## config.mk

```make
export PLATFORM = sky130hd
export DESIGN_NAME = multi_channel_integrity_scoreboard
export DESIGN_NICKNAME = d
export VERILOG_FILES = /design/src/rtl/sb_pkg.sv /design/src/rtl/sb_occ_counter.sv /design/src/rtl/multi_channel_integrity_scoreboard.sv
export SDC_FILE = /design/constraint.sdc
export NUM_CORES = 1
export LEC_CHECK = 0
export BUFFER_PORTS_ARGS = -buffer_cell sky130_fd_sc_hd__clkbuf_2
export CAP_MARGIN = 40
export CORE_ASPECT_RATIO = 0.7
export CORE_UTILIZATION = 46
export CTS_BUF_LIST = sky130_fd_sc_hd__clkbuf_8
export CTS_CLUSTER_DIAMETER = 200
export CTS_CLUSTER_SIZE = 14
export DETAILED_ROUTE_END_ITERATION = 7
export HOLD_SLACK_MARGIN = 0.03
export PLACE_DENSITY = 0.79
export SLEW_MARGIN = 20
export SYNTH_ARGS = -nofsm -noshare
export SYNTH_HDL_FRONTEND = slang
export SYNTH_SLANG_ARGS = --single-unit
```

## constraint.sdc

```tcl
create_clock -name clk -period 2.6 [get_ports clk]
set_input_delay 0.39 -clock clk [delete_from_list [all_inputs] [get_ports clk]]
set_output_delay 0.39 -clock clk [all_outputs]
set_load 0.005 [all_outputs]
```

## src/rtl/sb_pkg.sv

```systemverilog
// rtl/sb_pkg.sv - shared types and helpers for the multi-channel integrity scoreboard
package sb_pkg;

    localparam int SB_STATE_W = 2;

    typedef enum logic [SB_STATE_W-1:0] {
        SB_IDLE  = 2'd0,
        SB_TRACK = 2'd1,
        SB_DONE  = 2'd2
    } sb_state_e;

    // Counter width able to hold the value depth itself (full channel).
    function automatic int cnt_width(input int depth);
        return $clog2(depth + 1);
    endfunction

endpackage

```

## src/rtl/sb_occ_counter.sv

```systemverilog
// rtl/sb_occ_counter.sv - saturating occupancy counter for one monitored channel
module sb_occ_counter #(
    parameter int DEPTH = 8,
    parameter int CNTW  = 4
) (
    input  logic            clk,
    input  logic            rst,
    input  logic            i_push,
    input  logic            i_pop,
    output logic [CNTW-1:0] o_occ,
    output logic            o_push_acc,
    output logic            o_pop_acc
);

    logic [CNTW-1:0] r_occ;

    // A pop needs an entry present; a push needs room before this cycle's pop,
    // so push+pop on a full channel drains one entry.
    assign o_pop_acc  = i_pop & (r_occ != '0);
    assign o_push_acc = i_push & (r_occ < CNTW'(DEPTH));
    assign o_occ      = r_occ;

    // Occupancy follows accepted push minus accepted pop.
    always_ff @(posedge clk or posedge rst) begin
        if (rst) begin
            r_occ <= '0;
        end else begin
            case ({o_push_acc, o_pop_acc})
                2'b10:   r_occ <= r_occ + CNTW'(1);
                2'b01:   r_occ <= r_occ - CNTW'(1);
                default: r_occ <= r_occ;
            endcase
        end
    end

endmodule

```

## src/rtl/multi_channel_integrity_scoreboard.sv

```systemverilog
// rtl/multi_channel_integrity_scoreboard.sv - magic-packet integrity monitor over NUM_CH channels (option: MULTI_SHOT_EN)
module multi_channel_integrity_scoreboard
    import sb_pkg::*;
#(
    parameter int NUM_CH = 4,
    parameter int DEPTH  = 8,
    parameter int WIDTH  = 8,
    parameter int CHW    = (NUM_CH > 1) ? $clog2(NUM_CH) : 1,
    parameter int CNTW   = cnt_width(DEPTH)
) (
    input  logic                     clk,
    input  logic                     rst,
    input  logic [NUM_CH-1:0]        push,
    input  logic [NUM_CH-1:0]        pop,
    input  logic [NUM_CH*WIDTH-1:0]  flat_data_in,
    input  logic [NUM_CH*WIDTH-1:0]  flat_data_out,
    input  logic                     start,
    input  logic [CHW-1:0]           sel_ch,
    output logic                     data_out_vld,
    output logic                     prop_signal,
    output logic                     fail,
    output logic [SB_STATE_W-1:0]    state,
    output logic [NUM_CH*CNTW-1:0]   occ
`ifdef MULTI_SHOT_EN
    ,
    output logic [15:0]              checks
`endif
);

    logic [NUM_CH-1:0]       w_push_acc;
    logic [NUM_CH-1:0]       w_pop_acc;
    logic [NUM_CH*CNTW-1:0]  w_occ;

    sb_state_e               r_state;
    logic [CNTW-1:0]         r_cnt;
    logic [WIDTH-1:0]        r_magic;
    logic [CHW-1:0]          r_mch;
    logic                    r_fail;
`ifdef MULTI_SHOT_EN
    logic [15:0]             r_checks;
`endif

    logic                    w_sel_ok;
    logic                    w_sel_push;
    logic                    w_sel_pop;
    logic [CNTW-1:0]         w_sel_occ;
    logic [WIDTH-1:0]        w_sel_din;
    logic                    w_m_pop;
    logic [WIDTH-1:0]        w_m_dout;
    logic                    w_capture;
    logic                    w_exit;
    logic                    w_match;
    logic [CNTW-1:0]         w_cap_cnt;

    genvar g;
    generate
        for (g = 0; g < NUM_CH; g++) begin : g_ch
            sb_occ_counter #(
                .DEPTH (DEPTH),
                .CNTW  (CNTW)
            ) u_occ (
                .clk        (clk),
                .rst        (rst),
                .i_push     (push[g]),
                .i_pop      (pop[g]),
                .o_occ      (w_occ[g*CNTW +: CNTW]),
                .o_push_acc (w_push_acc[g]),
                .o_pop_acc  (w_pop_acc[g])
            );
        end
    endgenerate

    // Per-channel views of the selected channel (capture side) and the
    // tracked channel (exit side); an out-of-range sel_ch matches nothing.
    always_comb begin
        w_sel_ok   = 1'b0;
        w_sel_push = 1'b0;
        w_sel_pop  = 1'b0;
        w_sel_occ  = '0;
        w_sel_din  = '0;
        w_m_pop    = 1'b0;
        w_m_dout   = '0;
        for (int i = 0; i < NUM_CH; i++) begin
            if (sel_ch == CHW'(i)) begin
                w_sel_ok   = 1'b1;
                w_sel_push = w_push_acc[i];
                w_sel_pop  = w_pop_acc[i];
                w_sel_occ  = w_occ[i*CNTW +: CNTW];
                w_sel_din  = flat_data_in[i*WIDTH +: WIDTH];
            end
            if (r_mch == CHW'(i)) begin
                w_m_pop  = w_pop_acc[i];
                w_m_dout = flat_data_out[i*WIDTH +: WIDTH];
            end
        end
    end

    // The magic entry sits behind everything already queued, less any entry
    // leaving in the capture cycle itself.
    assign w_cap_cnt = w_sel_occ + CNTW'(1) - CNTW'(w_sel_pop);
    assign w_capture = (r_state == SB_IDLE) & start & w_sel_ok & w_sel_push;
    assign w_exit    = (r_state == SB_TRACK) & w_m_pop & (r_cnt == CNTW'(1));
    assign w_match   = (r_magic == w_m_dout);

    assign data_out_vld = w_exit;
    assign prop_signal  = ~w_exit | w_match;
    assign fail         = r_fail;
    assign state        = r_state;
    assign occ          = w_occ;
`ifdef MULTI_SHOT_EN
    assign checks       = r_checks;
`endif

    // Capture / track / done sequencing with magic, position and sticky fail.
    always_ff @(posedge clk or posedge rst) begin
        if (rst) begin
            r_state  <= SB_IDLE;
            r_cnt    <= '0;
            r_magic  <= '0;
            r_mch    <= '0;
            r_fail   <= 1'b0;
`ifdef MULTI_SHOT_EN
            r_checks <= '0;
`endif
        end else begin
            case (r_state)
                SB_IDLE: begin
                    if (w_capture) begin
                        r_state <= SB_TRACK;
                        r_mch   <= sel_ch;
                        r_magic <= w_sel_din;
                        r_cnt   <= w_cap_cnt;
                    end
                end
                SB_TRACK: begin
                    if (w_exit) begin
                        r_state <= SB_DONE;
                        r_cnt   <= '0;
                        if (!w_match) begin
                            r_fail <= 1'b1;
                        end
`ifdef MULTI_SHOT_EN
                        if (r_checks != 16'hFFFF) begin
                            r_checks <= r_checks + 16'd1;
                        end
`endif
                    end else if (w_m_pop) begin
                        r_cnt <= r_cnt - CNTW'(1);
                    end
                end
                SB_DONE: begin
                    r_cnt <= '0;
`ifdef MULTI_SHOT_EN
                    r_state <= SB_IDLE;
`endif
                end
                default: begin
                    r_state <= SB_IDLE;
                    r_cnt   <= '0;
                end
            endcase
        end
    end

endmodule

```

## Word level (Yosys, flattened, before mapping)

Index checks and enable logic that the tools add are counted.

| word-level totals | value |
|---|---|
| register bits after elaboration | 33 |
| input port bits | 77 |
| output and inout bits | 21 |
| word-level logic and storage cells | 116 |

| operators by class | value |
|---|---|
| add/sub/neg operators | 11 |
| order comparisons | 4 |
| equality and inequality tests | 21 |
| mux-type cells | 39 |
| bitwise logic cells | 17 |
| reductions and logical operators | 15 |

Operators by type and width:

| operator | count |
|---|---|
| 8-bit two-way mux | 8 |
| 4-bit one-hot mux with 2 select lines | 5 |
| 4-bit two-way mux | 7 |
| 4-bit by 1-bit adder with 4-bit output (second input constant) | 5 |
| 4-bit by 1-bit subtractor with 4-bit output (second input constant) | 5 |
| 2-bit == test (second input constant) | 9 |
| 4-bit less-than comparator (second input constant) | 4 |
| 1-bit two-way mux | 16 |
| 4-bit nonzero test | 4 |
| 2-bit by 1-bit == test with 1-bit output (second input constant) | 7 |
| 1-bit bitwise AND | 13 |
| 8-bit == test | 1 |
| 2-bit nonzero test | 4 |
| 2-bit logical NOT | 3 |
| 2-bit one-hot mux with 3 select lines | 1 |
| 3-bit AND reduction | 2 |
| 4-bit by 1-bit == test with 1-bit output (second input constant) | 1 |
| 2-bit two-way mux | 2 |
| 2-bit != test (second input constant) | 2 |
| 2-bit AND reduction | 2 |
| 4-bit by 1-bit subtractor with 4-bit output | 1 |
| 3-bit != test (second input constant) | 1 |
| 1-bit NOT | 3 |
| 1-bit bitwise OR | 1 |

## Logic depth before layout (Yosys ltp)

| logic depth | value |
|---|---|
| word-level depth | 10 |
| depth in mapped cells | 11 |
| mapped depth without buffers | 11 |

## By module

From an unflattened synthesis, not the netlist that was laid out.

| unflattened totals | value |
|---|---|
| cells, all modules | 245 |
| area, all modules | 2857.7 um^2 |

Modules (own cells, without submodules):

| module | times used | cells each | area each (um^2) | seq. area each (um^2) |
|---|---|---|---|---|
| multi_channel_integrity_scoreboard | 1 | 109 | 1521.5 | 425.4 |
| sb_occ_counter | 4 | 34 | 334.1 | 100.1 |

## Worst setup path after synthesis

OpenSTA, ideal clock, no wires.

| timing | value |
|---|---|
| path type | input-to-reg |
| start point | input sel_ch[1] |
| end point | register r_cnt[3] |
| setup time | 0.126 ns |
| arrival time | 2.588 ns |
| data required time | 2.474 ns |
| slack | -0.114 ns |
| stages | 11 |
| path buffers | 2 |
| cells stage by stage | clkbuf_1 -> clkbuf_1 -> mux4_2 -> ha_1 -> ha_1 -> inv_1 -> ha_1 -> xnor2_2 -> xnor2_1 -> a22o_1 -> a221o_1 |

| on the way | value |
|---|---|
| cells in the longest elaborated chain, start to end | 9 |
| elaborated cells on any way between the ends | 28 |
| classes of those cells | 2 x add/sub; 4 x eq/ne; 18 x mux; 2 x bitwise; 2 x reduce/logical |

Ends and longest elaborated chain:

| item | line | text |
|---|---|---|
| from (decl) | multi_channel_integrity_scoreboard.sv:18 | `input logic [CHW-1:0] sel_ch,` |
| 2-bit logical NOT | multi_channel_integrity_scoreboard.sv:84 | `if (sel_ch == CHW'(i)) begin` |
| 4-bit two-way mux or 1-bit two-way mux (tied branches) (4 in a row) | multi_channel_integrity_scoreboard.sv:84 |  |
| 4-bit by 1-bit adder with 4-bit output or 1-bit bitwise AND (tied branches) | multi_channel_integrity_scoreboard.sv:100, multi_channel_integrity_scoreboard.sv:101 |  |
| 4-bit by 1-bit subtractor with 4-bit output or 1-bit bitwise AND (tied branches) | multi_channel_integrity_scoreboard.sv:100, multi_channel_integrity_scoreboard.sv:101 |  |
| 4-bit two-way mux or 2-bit != test (tied branches) | - |  |
| 4-bit one-hot mux with 2 select lines or 2-bit AND reduction (tied branches) | - |  |
| to (signal assigned) | multi_channel_integrity_scoreboard.sv:132 | `r_cnt <= w_cap_cnt;` |
| to (signal assigned) | multi_channel_integrity_scoreboard.sv:148 | `r_cnt <= r_cnt - CNTW'(1);` |
| to (decl) | multi_channel_integrity_scoreboard.sv:35 | `logic [CNTW-1:0] r_cnt;` |

Several ways; a longest one is shown, not always the timed one. The select of a mux whose other input is x is not followed.
A chain may end at the register's enable or synchronous reset.

## Final worst setup path

| timing | value |
|---|---|
| start point | register g_ch[3].u_occ.r_occ[2] |
| end point | register r_cnt[3] |

| on the way | value |
|---|---|
| cells in the longest elaborated chain, start to end | 7 |
| elaborated cells on any way between the ends | 19 |
| classes of those cells | 2 x add/sub; 1 x order compare; 2 x eq/ne; 7 x mux; 5 x bitwise; 2 x reduce/logical |

Ends and longest elaborated chain:

| item | line | text |
|---|---|---|
| from (decl) | sb_occ_counter.sv:15 | `logic [CNTW-1:0] r_occ;` |
| from (signal assigned) | sb_occ_counter.sv:29 | `2'b10: r_occ <= r_occ + CNTW'(1);` |
| from (signal assigned) | sb_occ_counter.sv:30 | `2'b01: r_occ <= r_occ - CNTW'(1);` |
| from (signal assigned) | sb_occ_counter.sv:31 | `default: r_occ <= r_occ;` |
| branches (longest 7 deep; another with 4-bit by 1-bit adder with 4-bit output) | - |  |

Parallel ways; which one is timed is not known. The select of a mux whose other input is x is not followed.

==> flow_summary.json <==
{
  "run_status": "complete, no violations",
  "routed_via_density": 5.429,
  "pwr_density_cell_nw_per_um2": 828.6,
  "synth_top_cells_by_area": "dfrtp_1 (32%), mux4_2 (17%), ha_1 (8.2%), xnor2_1 (5.8%), inv_1 (4.1%)",
  "endpoint_kind": "flop",
  "worstSetupPathType": "reg2reg",
  "sequential_cell_area_sq_um": 828.3,
  "grt_pass1_vias": 2196,
  "totalWireLength_microns": 6609,
  "grt_setup_unrepaired": "false",
  "worstReg2RegEnd": "r_cnt[3]",
  "drt_drc_violations_left": 0,
  "crit_slowest_cell": "mux4_2",
  "dr.first_iter.drc_count": 110,
  "crit_buf_inv": 1,
  "maxCapViolations": 0,
  "yosys.area.top_type_share": 0.3193,
  "setup_total_negative_slack_ps": 0,
  "timing.critical_path.from": "g_ch[3].u_occ.o_occ[2]",
  "r2r.worst_path.cells": 11,
  "slew-limit-headroom": 0.6372,
  "grt_first_pass_wirelength_microns": 10640,
  "fillerInstances": 403,
  "die_h_microns": 64.74,
  "synth_compound_gate_area_share": 0.08805,
  "grt_remaining_overflow": 0,
  "die_area_sq_um": 5931,
  "wirelength_per_cell_microns": 15.85,
  "placement.cell_area_sq_um": 3297,
  "synth_top_family_by_area": "multiplexers",
  "post-dp-hpwl_microns": 5353,
  "final.setup.worst_slack_ps": 117.2,
  "yosys.cell_types.count": 43,
  "worstHoldPathType": "in2async",
  "area_of_all_placed_cells_without_fillers_sq_um": 3481,
  "fin_worst_hold_slack_ps": 174.7,
  "fmaxAchievable_ghz": 0.4028,
  "post_route_cells_drive_above_1_share": 0.4870,
  "worst_skew_pair.late_latency_ps": 280,
  "synth_nets": 320,
  "yosysSeqAreaShare": 0.3193,
  "drt_first_pass_iters": 4,
  "startpoint_type": "flop",
  "coreArea_sq_um": 5340,
  "critical_path.cell_chain": "nor4_4 > nand2b_4 > mux4_2 > ha_4 > ha_4 > inv_1 > ha_2 > xnor2_2 > xnor2_2 > a22o_1 > a221o_1",
  "cts_buffers": 5,
  "final_antenna_diode_count": 0,
  "critical_path.max_stage_delay_ps": 500,
  "cts-root-buf": "clkbuf_8",
  "max-clock-path-buffers": 2,
  "clock_skew_ps": 6.608,
  "yosys.area_share.adder": 0.1132,
  "initial_antenna_violation_count": 0,
  "path_delay_family": "multiplexers",
  "postSynthRegisterBits": 33,
  "timing.reg2reg.setup_slack_ps": 120,
  "number_of_nets_at_the_end_of_the_flow": 442,
  "cp.arrival_ps": 2650,
  "cts_hold_repair.buffers": 0,
  "fin_crit_sh": 0.9549,
  "xor_xnor_portion_of_the_synthesized_cell_area": 0.09095,
  "area_growth_syn_to_layout_pct": 34.59,
  "chipWidth_microns": 91.62,
  "crit-reg2reg-launch": "g_ch[3].u_occ.o_occ[2]",
  "clock_tree.htree_level_count": 2,
  "synth_area_leader_cell": "dfrtp_1",
  "worstMarginPinSlew_ps": 542.7,
  "largest_net_degree_at_the_start_of_global_routing": 34,
  "timing.critical_path.fanout_max": 2,
  "placementRows": 22,
  "detailroute.via_count": 2264,
  "synthesis.area_sq_um": 2586,
  "synthSimpleGateAreaFrac": 0.07547,
  "total_leakage_power_nw": 1.757,
  "design.portCount": 98,
  "detailedPlace.worstSlack_ps": -14.03,
  "clk_slew_on_worst_s_h_paths_ps": 70,
  "postRouteAntennaNets": 0,
  "clock_sink_count": 33,
  "routabilityCongestion": 0.8579,
  "portBuffers": 97,
  "period_minus_slack_ps": 2483,
  "multi_input_area_sq_um": 1694,
  "cp_data_required_time_ps": 2770,
  "post_synth_mux_area_share": 0.2550,
  "setup_viol": 0,
  "slew_violations": 0,
  "finalHoldViolCount": 0,
  "clock_tree_from_tritoncts": "done",
  "total_track_usage": 0.2359,
  "syn-mean-instance-area_sq_um": 11.65,
  "synthCells": 222,
  "report.power.total_mw": 2.884,
  "initial_core_util": 0.4843,
  "synth_warnings": 0,
  "irDropWorstVdd_mv": 0.6177
}
-- sequential cells by signal, indices dropped and copies added (netlist names) --
| signal | cells |
|---|---|
| fail | 1 |
| g_ch.u_occ.o_occ | 16 |
| r_cnt | 4 |
| r_magic | 8 |
| r_mch | 2 |
| state | 2 |
-- placed cells by master, fill, tap and decap left out, types with 2 or more instances in the layout --
| master | instances |
|---|---|
| clkbuf_2 | 97 |
| dfrtp_1 | 31 |
| inv_1 | 29 |
| buf_4 | 26 |
| mux4_2 | 19 |
| xnor2_1 | 16 |
| ha_1 | 14 |
| nand2_1 | 12 |
| xor2_1 | 8 |
| mux2_2 | 6 |
| o21ai_0 | 6 |
| a21oi_1 | 5 |
| nor2_1 | 5 |
| clkbuf_8 | 5 |
| mux2i_1 | 4 |
| a21o_1 | 4 |
| nor2b_1 | 4 |
| nand3_1 | 4 |
| mux2_1 | 4 |
| fa_1 | 4 |
| nor3_1 | 3 |
| mux4_1 | 3 |
| o41ai_2 | 2 |
| o21ai_1 | 2 |
| o211ai_1 | 2 |
| o221ai_1 | 2 |
| a31oi_1 | 2 |
| nand4_1 | 2 |
| a22o_1 | 2 |
| xnor2_2 | 2 |
| ha_4 | 2 |
| clkinv_2 | 2 |
| dfrtp_2 | 2 |
-- layer usage --
metal / GRT usage / routed length (microns)
met5: 0 / 0
met4: 0.06151 / 66
met3: 0.04577 / 431
met2: 0.3825 / 3194
met1: 0.3270 / 2916
-- cell families (layout without fill, tap and decap cells) --
kind of cell	Yosys count	after routing
buf+inv	36	159
simple gates	38	38
xor+xnor	26	26
flops	33	33
compound gates	32	32
mux	36	36
fa+ha+maj	21	21
-- per-stage QoR --
| stage | std cells | utilization |
|---|---|---|
| 2_1_floorplan | 222 | - |
| 3_3_place_gp | 407 | 0.6174 |
| 3_5_place_dp | 407 | 0.6174 |
| 4_1_cts | 415 | 0.6343 |
| 5_1_grt | 417 | 0.6518 |
| 6_report | 417 | 0.6518 |
-- what timing repair did --
item                                    in CTS  in global routing
endpoints found under the setup margin       1                  2
setup buffers                                0                  2
pin swaps                                    0                  6
gates resized for setup                      1                 13
gates cloned                                 0                  0
-- worst min-delay path: cells and delay by family --
kind,cells,cell delay (ps)
buffers and inverters,3,490
-- synth_stat cells --
cell type and n:
a21o_1 4, a21oi_1 5, a221o_1 1, a22o_1 2, a22oi_2 1, a31oi_1 2, and2_1 1, and4b_1 1
buf_2 3, buf_4 1, buf_6 1, clkbuf_1 3, dfrtp_1 33, fa_1 4, ha_1 17, inv_1 28
mux2_1 4, mux2_2 6, mux2i_1 4, mux4_1 3, mux4_2 19, nand2_1 12, nand2b_1 2, nand3_1 4
nand4_1 2, nor2_1 5, nor2b_1 4, nor3_1 3, nor3b_1 1, nor4_1 1, nor4bb_1 1, o211ai_1 2
o21ai_0 6, o21ai_1 2, o221ai_1 2, o22ai_1 1, o31ai_1 1, o41ai_1 2, o41ai_2 1, or3_1 1
xnor2_1 17, xnor2_2 1, xor2_1 8
-- where the power goes --
| group | leakage (nW) | total [mW] | switching, mW | internal [mW] |
|---|---|---|---|---|
| registers | 0.420 | 0.789 | 0.130 | 0.659 |
| logic | 1.29 | 1.73 | 0.826 | 0.900 |
| clock network | 0.0491 | 0.369 | 0.188 | 0.181 |
-- layout make-up --
class	instances	share of cell area
repair buffers	123	0.1955
clock inverters	3	0.003954
multi-input cells	153	0.4867
inverters	28	0.03019
clock buffers	5	0.01977
flip-flops and latches	33	0.2380
well taps	72	0.02588
-- how the worst max path moves through the flow --
stage	endpoint	cells after the start	slack, ps
2_1_floorplan	r_cnt[3]	10	8
3_3_place_gp	r_cnt[3]	10	60
3_5_place_dp	r_cnt[3]	10	-10
4_1_cts	r_cnt[3]	10	0.6
5_1_grt	prop_signal	7	10
6_report	r_cnt[3]	11	120
No activity file was read; power rests on OpenSTA's default activity.
